<file path="src/rtl/axi_mst_arbiter.sv">
// Round-robin N-to-1 merge of simple upstream master ports onto one AXI4 master bus.
// One single-beat transaction is outstanding at a time; reads and writes share the FSM.
module axi_mst_arbiter #(
    parameter int N_MST  = 2,
    parameter int ADDR_W = 32,
    parameter int DATA_W = 32,
    parameter int ID_W   = 4
) (
    input  logic                      clk_i,
    input  logic                      rst_i,
    // upstream read
    input  logic [N_MST-1:0]          mst_ar_valid_i,
    output logic [N_MST-1:0]          mst_ar_ready_o,
    input  logic [N_MST*ADDR_W-1:0]   mst_ar_addr_i,
    input  logic [N_MST*3-1:0]        mst_ar_size_i,
    output logic [N_MST-1:0]          mst_r_valid_o,
    input  logic [N_MST-1:0]          mst_r_ready_i,
    output logic [DATA_W-1:0]         mst_r_data_o,
    output logic [1:0]                mst_r_resp_o,
    // upstream write
    input  logic [N_MST-1:0]          mst_aw_valid_i,
    output logic [N_MST-1:0]          mst_aw_ready_o,
    input  logic [N_MST*ADDR_W-1:0]   mst_aw_addr_i,
    input  logic [N_MST*3-1:0]        mst_aw_size_i,
    input  logic [N_MST-1:0]          mst_w_valid_i,
    output logic [N_MST-1:0]          mst_w_ready_o,
    input  logic [N_MST*DATA_W-1:0]   mst_w_data_i,
    input  logic [N_MST*DATA_W/8-1:0] mst_w_strb_i,
    output logic [N_MST-1:0]          mst_b_valid_o,
    input  logic [N_MST-1:0]          mst_b_ready_i,
    output logic [1:0]                mst_b_resp_o,
    // downstream AXI4 master
    input  logic                      io_master_awready,
    output logic                      io_master_awvalid,
    output logic [ADDR_W-1:0]         io_master_awaddr,
    output logic [ID_W-1:0]           io_master_awid,
    output logic [7:0]                io_master_awlen,
    output logic [2:0]                io_master_awsize,
    output logic [1:0]                io_master_awburst,
    input  logic                      io_master_wready,
    output logic                      io_master_wvalid,
    output logic [DATA_W-1:0]         io_master_wdata,
    output logic [DATA_W/8-1:0]       io_master_wstrb,
    output logic                      io_master_wlast,
    output logic                      io_master_bready,
    input  logic                      io_master_bvalid,
    input  logic [1:0]                io_master_bresp,
    input  logic                      io_master_arready,
    output logic                      io_master_arvalid,
    output logic [ADDR_W-1:0]         io_master_araddr,
    output logic [ID_W-1:0]           io_master_arid,
    output logic [7:0]                io_master_arlen,
    output logic [2:0]                io_master_arsize,
    output logic [1:0]                io_master_arburst,
    output logic                      io_master_rready,
    input  logic                      io_master_rvalid,
    input  logic [1:0]                io_master_rresp,
    input  logic [DATA_W-1:0]         io_master_rdata,
    output logic [2:0]                dbg_state_o
);
    localparam int GW = (N_MST > 1) ? $clog2(N_MST) : 1;
    localparam int SW = DATA_W / 8;

    localparam logic [2:0] IDLE = 3'd0;
    localparam logic [2:0] AR   = 3'd1;
    localparam logic [2:0] R    = 3'd2;
    localparam logic [2:0] WR   = 3'd3;
    localparam logic [2:0] B    = 3'd4;

    // Handshakes: every channel transfers on a cycle where valid and ready are both high;
    // valids never depend on ready, and downstream valids are held until their handshake.

    logic [ADDR_W-1:0] ar_addr_a [N_MST];
    logic [ADDR_W-1:0] aw_addr_a [N_MST];
    logic [2:0]        ar_size_a [N_MST];
    logic [2:0]        aw_size_a [N_MST];
    logic [DATA_W-1:0] w_data_a  [N_MST];
    logic [SW-1:0]     w_strb_a  [N_MST];

    for (genvar k = 0; k < N_MST; k++) begin : g_unpack
        assign ar_addr_a[k] = mst_ar_addr_i[k*ADDR_W +: ADDR_W];
        assign aw_addr_a[k] = mst_aw_addr_i[k*ADDR_W +: ADDR_W];
        assign ar_size_a[k] = mst_ar_size_i[k*3 +: 3];
        assign aw_size_a[k] = mst_aw_size_i[k*3 +: 3];
        assign w_data_a[k]  = mst_w_data_i[k*DATA_W +: DATA_W];
        assign w_strb_a[k]  = mst_w_strb_i[k*SW +: SW];
    end

    logic [2:0]        state;
    logic [GW-1:0]     last_grant;
    logic [GW-1:0]     grant_q;
    logic [ADDR_W-1:0] addr_q;
    logic [2:0]        size_q;
    logic [DATA_W-1:0] wdata_q;
    logic [SW-1:0]     wstrb_q;
    logic              arvalid_q;
    logic              awvalid_q;
    logic              wvalid_q;

    logic [N_MST-1:0]  wr_req;
    logic [N_MST-1:0]  req;
    logic [GW-1:0]     cand;
    logic [GW-1:0]     winner;
    logic              found;
    logic              accept;
    logic              win_wr;
    logic [N_MST-1:0]  win_oh;
    logic [N_MST-1:0]  grant_oh;
    logic              aw_done;
    logic              w_done;

    assign wr_req = mst_aw_valid_i & mst_w_valid_i;
    assign req    = mst_ar_valid_i | wr_req;

    // Search begins one past the previous winner so every requester is served in turn.
    always_comb begin
        found  = 1'b0;
        winner = '0;
        cand   = '0;
        for (int i = 1; i <= N_MST; i++) begin
            cand = GW'((int'(last_grant) + i) % N_MST);
            if (!found && req[cand]) begin
                found  = 1'b1;
                winner = cand;
            end
        end
    end

    // Gating with rst_i keeps upstream readys low while reset is held.
    assign accept   = rst_i && (state == IDLE) && found;
    assign win_wr   = wr_req[winner];
    assign win_oh   = N_MST'(1) << winner;
    assign grant_oh = N_MST'(1) << grant_q;

    assign mst_ar_ready_o = (accept && !win_wr) ? win_oh : '0;
    assign mst_aw_ready_o = (accept && win_wr) ? win_oh : '0;
    assign mst_w_ready_o  = (accept && win_wr) ? win_oh : '0;

    assign aw_done = !awvalid_q || io_master_awready;
    assign w_done  = !wvalid_q || io_master_wready;

    always_ff @(posedge clk_i or negedge rst_i) begin
        if (!rst_i) begin
            state      <= IDLE;
            last_grant <= GW'(N_MST - 1);
            grant_q    <= '0;
            addr_q     <= '0;
            size_q     <= '0;
            wdata_q    <= '0;
            wstrb_q    <= '0;
            arvalid_q  <= 1'b0;
            awvalid_q  <= 1'b0;
            wvalid_q   <= 1'b0;
        end else begin
            case (state)
                IDLE: begin
                    if (accept) begin
                        grant_q    <= winner;
                        last_grant <= winner;
                        if (win_wr) begin
                            addr_q    <= aw_addr_a[winner];
                            size_q    <= aw_size_a[winner];
                            wdata_q   <= w_data_a[winner];
                            wstrb_q   <= w_strb_a[winner];
                            awvalid_q <= 1'b1;
                            wvalid_q  <= 1'b1;
                            state     <= WR;
                        end else begin
                            addr_q    <= ar_addr_a[winner];
                            size_q    <= ar_size_a[winner];
                            arvalid_q <= 1'b1;
                            state     <= AR;
                        end
                    end
                end
                AR: begin
                    if (io_master_arready) begin
                        arvalid_q <= 1'b0;
                        state     <= R;
                    end
                end
                R: begin
                    if (io_master_rvalid && io_master_rready) state <= IDLE;
                end
                WR: begin
                    if (io_master_awready) awvalid_q <= 1'b0;
                    if (io_master_wready)  wvalid_q  <= 1'b0;
                    if (aw_done && w_done) state <= B;
                end
                B: begin
                    if (io_master_bvalid && io_master_bready) state <= IDLE;
                end
                default: state <= IDLE;
            endcase
        end
    end

    assign io_master_arvalid = arvalid_q;
    assign io_master_araddr  = (state == AR) ? addr_q : '0;
    assign io_master_arid    = (state == AR) ? ID_W'(grant_q) : '0;
    assign io_master_arlen   = 8'd0;
    assign io_master_arsize  = (state == AR) ? size_q : 3'd0;
    assign io_master_arburst = (state == AR) ? 2'b01 : 2'b00;

    assign io_master_awvalid = awvalid_q;
    assign io_master_awaddr  = (state == WR) ? addr_q : '0;
    assign io_master_awid    = (state == WR) ? ID_W'(grant_q) : '0;
    assign io_master_awlen   = 8'd0;
    assign io_master_awsize  = (state == WR) ? size_q : 3'd0;
    assign io_master_awburst = (state == WR) ? 2'b01 : 2'b00;

    assign io_master_wvalid  = wvalid_q;
    assign io_master_wdata   = (state == WR) ? wdata_q : '0;
    assign io_master_wstrb   = (state == WR) ? wstrb_q : '0;
    assign io_master_wlast   = wvalid_q;

    // Response channels are steered combinationally to and from the granted master only.
    assign io_master_rready = (state == R) && mst_r_ready_i[grant_q];
    assign mst_r_valid_o    = ((state == R) && io_master_rvalid) ? grant_oh : '0;
    assign mst_r_data_o     = (state == R) ? io_master_rdata : '0;
    assign mst_r_resp_o     = (state == R) ? io_master_rresp : 2'b00;

    assign io_master_bready = (state == B) && mst_b_ready_i[grant_q];
    assign mst_b_valid_o    = ((state == B) && io_master_bvalid) ? grant_oh : '0;
    assign mst_b_resp_o     = (state == B) ? io_master_bresp : 2'b00;

    assign dbg_state_o = state;
endmodule

</file>
<file path="config.mk">
export PLATFORM = sky130hd
export DESIGN_NAME = axi_mst_arbiter
export DESIGN_NICKNAME = d
export VERILOG_FILES = /design/src/rtl/axi_mst_arbiter.sv
export SDC_FILE = /design/constraint.sdc
export NUM_CORES = 1
export LEC_CHECK = 0
export ABC_CLOCK_PERIOD_IN_PS = 2550
export BUFFER_PORTS_ARGS = -buffer_cell sky130_fd_sc_hd__buf_2
export CAP_MARGIN = 20
export CORE_AREA = 2 2 175 177
export CTS_CLUSTER_SIZE = 25
export DETAILED_ROUTE_END_ITERATION = 7
export DIE_AREA = 0 0 177 179
export GPL_TIMING_DRIVEN = 1
export SLEW_MARGIN = 20
export SYNTH_ARGS = -nofsm -noshare
export SYNTH_HDL_FRONTEND = slang
export SYNTH_SLANG_ARGS = --single-unit
</file>
<file path="constraint.sdc">
create_clock -name clk_i -period 2.55 [get_ports clk_i]
set_input_delay 0.3825 -clock clk_i [delete_from_list [all_inputs] [get_ports clk_i]]
set_output_delay 0.3825 -clock clk_i [all_outputs]
set_load 0.05 [all_outputs]
</file>
---- Word-level counts from Yosys, hierarchy flattened ----
Index checks and enable logic that the tools add are counted.
storage, ports and cells
  register bits after elaboration ......... 79
  logic and storage cells ................. 130
  bits of input ports ..................... 265
  output and inout bits ................... 189
cells by class
  bitwise gates (word level) .............. 3
  equal/unequal tests ..................... 13
  reductions and logical operators ........ 27
  mux-type cells .......................... 68
  magnitude comparators ................... 5
  $add $sub $neg .......................... 2
  shift operators ......................... 2
operator list
  cell                   number
  $mux W32               14
  $mux W3                14
  $mux W1                25
  $ne A2 B2 Y1 const B   9
  $mux W4                4
  $pmux W3 S5            1
  $mux W2                7
  $logic_and A1 B1 Y1    12
  $reduce_and A4 Y1      3
  $lt A1 B2 Y1 const B   4
  $eq A3 B2 Y1 const B   2
  $pmux W1 S2            3
  $reduce_and A5 Y1      1
  $logic_not A1 Y1       4
  $reduce_bool A2 Y1     2
  $shl A1 B1 Y2 const A  2
  $eq A3 B1 Y1 const B   1
  $eq A3 B3 Y1 const B   1
  $logic_not A3 Y1       1
  $reduce_and A3 Y1      1
  $add A1 B1 Y1 const B  2
  $and A2 B2 Y2          1
  $ge A2 B2 Y1 const B   1
  $logic_or A1 B1 Y1     2
  other kinds (3)        3

---- Longest topological paths before layout ----
  depth in word-level cells ............... 13
  depth in mapped cells ................... 7
  mapped depth without buffers ............ 4

---- Least setup slack after synthesis ----
OpenSTA, ideal clock, no wires.
  path kind ............................... register to output
  from .................................... register state[1], in the netlist dbg_state_o[1]
  to ...................................... output mst_ar_ready_o[0]
  data arrival time ....................... 2.549 ns
  data required time ...................... 2.168 ns
  slack ................................... -0.381 ns
  buffers on the path ..................... 3
  stages on the path, launching flop included .. 7
  cells stage by stage .................... dfrtp_1 or4b_1 buf_6 a311o_1 buf_2 buf_6 nor2_1
between the ends
  longest elaborated chain between the ends .. 5
RTL lines
  item                               line  RTL
  from (decl)                        89    logic [2:0] state;
  from (signal assigned)             144   state <= IDLE;
  from (signal assigned)             167   state <= WR;
  from (signal assigned)             172   state <= AR;
  $logic_not A3 Y1                   130   assign accept = rst_i && (state == IDLE) && found;
  $logic_and A1 B1 Y1 (2 in series)  130
  $logic_and A1 B1 Y1                135   assign mst_ar_ready_o = (accept && !win_wr) ? win_oh : '0;
  $mux W2                            135
  to (decl)                          13    output logic [N_MST-1:0] mst_ar_ready_o,
Every way passes these cells.

---- Final worst setup path ----
  from .................................... register state[0], in the netlist dbg_state_o[0]
  to ...................................... output mst_ar_ready_o[0]
Same word-level chain as after synthesis.

==> run_results.csv <==
group,metric,value,unit
detailed_routing,vias,6102,
clock_network,cts_buffers,9,
critical_path,critPathLaunch,"dbg_state_o[0]",
placed_design,pre_cts_slack,211,ps
detailed_routing,wl_met1,8.85,mm
critical_path,critical_path_class,"reg -> out",
sta,skew,15.0,ps
sta,period_share,0.968,
layout,final_core_util,0.283,
sta,setup-violations-final,0,
grt,antenna_found_initial,6,
layout,design_area,8500,um^2
clock_network,cts_root_buf,"clkbuf_16",
power_and_ir_drop,p_sw,0.00481,W
detailed_routing,top_layer,"met5",
layout,drive_gt1_frac,0.509,
clock_network,clk_pin_slew,70,ps
placed_design,dp.final_hpwl,17.4,mm
critical_path,reg2reg_slack,460,ps
run,max-cap-violations,0,
floorplan,io_pins,454,
sta,drv_slew,0,
synthesis,syn_inst,587,
clock_network,cts_resized,1,
critical_path,cp_data_arrival_time,2090,ps
placed_design,placed_area,8190,um^2
detailed_routing,wl,22.5,mm
critical_path,crit-reg2reg-capture,"addr_q[4]",
critical_path,cp.required,2170,ps
synthesis,syn-cell-area,5680,um^2
sta,fin_ws,81.9,ps
detailed_routing,first_iter_violations,207,
sta,rsz0062_at_grt,"false",
grt,grt_usage,0.133,
synthesis,avgSynthCellArea,9.67,um^2
power_and_ir_drop,p_clk_frac,0.140,
power_and_ir_drop,p_comb_frac,0.608,
detailed_routing,wl_per_cell,16.1,um
grt,grt_pass1_vias,5516,
sta,hold_viol,0,
synthesis,synth-simple-area-share,0.254,
floorplan,die-area,31700,um^2
clock_network,cts_setup_buffers,0,
clock_network,cts_hold_buf,0,
synthesis,synth_xor_area_frac,0,
grt,grt_max_degree,69,
synthesis,synth_top_family_by_area,"simple AND/OR/NAND/NOR gates",
power_and_ir_drop,p_per_area,1070,nW/um^2
sta,period_minus_slack,2470,ps
floorplan,die_y,179,um
grt,grt_pass1_wl,31.8,mm
synthesis,ys_ff_latch,79,
detailed_routing,antenna_left,0,
critical_path,endpoint_kind,"output pin",
detailed_routing,first_pass_iters,4,
critical_path,worst_setup_path_start_kind,"flip-flop",
synthesis,yosysSeqAreaShare,0.349,
detailed_routing,viasPerCell,4.37,
status,outcome,"finished clean",
critical_path,slowest_stage,"or4b_4",
critical_path,regToRegStartpoint,"dbg_state_o[0]",
power_and_ir_drop,irDropWorstVdd,0.000418,V
power_and_ir_drop,p_sw_frac,0.529,
synthesis,synth-compound-area-share,0.167,
sta,max_freq,405,MHz
floorplan,core-area,30000,um^2
synthesis,synth.distinct_cells,35,
critical_path,r2r_cells,4,
clock_network,cts_tree,"done",
synthesis,yosys_warnings,0,
synthesis,synth-adder-area-share,0,
layout,layout_common_cells,"buf_2 (424), and3_1 (109), dfrtp_1 (77), and2_1 (73), mux2i_1 (72)",
critical_path,path_max_fanout,6,
floorplan,row_count,64,
floorplan,start_util,0.189,
power_and_ir_drop,internal_power,0.00429,W
critical_path,worstPathCellList,"or4b_4, a311o_2, nor2_2, clkbuf_4",
sta,relSlewSlack,0.617,
detailed_routing,drc,0,
clock_network,cts_num_sinks,79,
power_and_ir_drop,power_leakage,4.99,nW
layout,mostFrequentLayoutCell,"buf_2",
detailed_routing,wl_met3,1.98,mm
critical_path,cp-endpoint,"mst_ar_ready_o[0]",
synthesis,synth_mux_area_frac,0.131,
sta,tightestPinTransition,574,ps
layout,area_growth,49.7,%
worst_hold_path,hold_class,"in -> async",
clock_network,htreeDepth,3,
grt,grt_overflow,0,
floorplan,dieWidth,177,um
placed_design,place_congestion,0.790,
clock_network,clk_latency,350,ps
critical_path,slowest_delay,590,ps
placed_design,io_buffers,429,
clock_network,cts_max_path_buffers,2,
layout,layout.nets,1255,
detailed_routing,wl_met2,11.1,mm
power_and_ir_drop,seqPwrFrac,0.251,
## per-stage QoR
step | total power, W | hold slack, ps | TNS [ps] | std cells
2_1_floorplan | 0.00629 | 86.9 | -148 | 610
3_3_place_gp | 0.00780 | 479 | 0 | 1375
3_5_place_dp | 0.00786 | 484 | 0 | 1375
4_1_cts | 0.00923 | 163 | 0 | 1391
5_1_grt | 0.00965 | 178 | 0 | 1392
6_report | 0.00910 | 143 | 0 | 1395
## registers in the layout, summed over array words and instances (netlist names)
name               count
addr_q                32
dbg_state_o            3
grant_q                1
io_master_arvalid      1
io_master_awvalid      1
io_master_wlast        1
last_grant             1
size_q                 3
wdata_q               32
wstrb_q                4
## Yosys cell counts (all sizes together)
cell    instances  share of area
a221o          37          0.065
nand2b          1         0.0011
nand3           2         0.0018
nor2b           5         0.0055
conb            1        0.00066
a32oi           1         0.0015
nand2          41          0.027
nor3            1         0.0029
a22oi           3         0.0040
nor3b           1         0.0013
and2           77          0.086
nor2            6         0.0040
dfstp           1         0.0046
a21oi           6         0.0053
mux2i          72           0.13
or4b            1         0.0018
and3          109           0.12
o22ai           1         0.0011
nand3b          2         0.0026
o211ai          2         0.0026
o221ai         36          0.075
clkbuf         31          0.021
inv             6         0.0040
a211oi          1         0.0035
dfrtp          78           0.34
o21ai           3         0.0026
a21o            2         0.0026
buf            56          0.074
a311o           1         0.0018
mux2            2         0.0040
o31ai           1         0.0013
## worst max-delay path, delay by kind of cell, from the launching register on
family                 cells  cell delay (ps)
AND/OR/NAND/NOR            2              700
flip-flops                 1              410
buffers and inverters      1              240
AO/OA/AOI/OAI              1              400
## metal layers
layer / track usage / vias to the layer above
met5: 0 / -
met3: 0.0331 / 26
li1: - / 2918
met4: 0.0527 / 2
met2: 0.235 / 285
met1: 0.153 / 2871
## worst min path at each step
stage	from	to	slack, ps	depth (start not counted)
final	rst_i	wdata_q[26]	140	2
after global routing	rst_i	wdata_q[25]	180	2
after CTS	rst_i	wdata_q[22]	160	2
after detailed placement	addr_q[17]	addr_q[17]	480	2
after global placement	addr_q[0]	addr_q[0]	480	2
after floorplan	rst_i	addr_q[0]	90	0
## power groups by stage
| stage | clock network [W] | registers, W | logic, W |
|---|---|---|---|
| 6_report | 0.00128 | 0.00229 | 0.00554 |
| 5_1_grt | 0.00140 | 0.00234 | 0.00591 |
| 3_3_place_gp | 0 | 0.00228 | 0.00551 |
| 2_1_floorplan | 0 | 0.00225 | 0.00404 |
| 3_5_place_dp | 0 | 0.00227 | 0.00559 |
| 4_1_cts | 0.00137 | 0.00228 | 0.00558 |
## area by class of cell
cell class	count	area, um^2
Antenna cell	4	10.0
Clock buffer	9	225
Clock inverter	7	55.1
Fill cell	3260	21500
Inverter	6	22.5
Multi-Input combinational cell	438	3250
Sequential cell	79	1980
Tap cell	396	495
Timing Repair Buffer	456	2450
## kinds of logic after synthesis
group / after synthesis
AO/OA/AOI/OAI: 94
buffers and inverters: 93
flip-flops: 79
multiplexers: 74
other: 1
AND/OR/NAND/NOR: 246
Power figures use the tool's default switching activity.
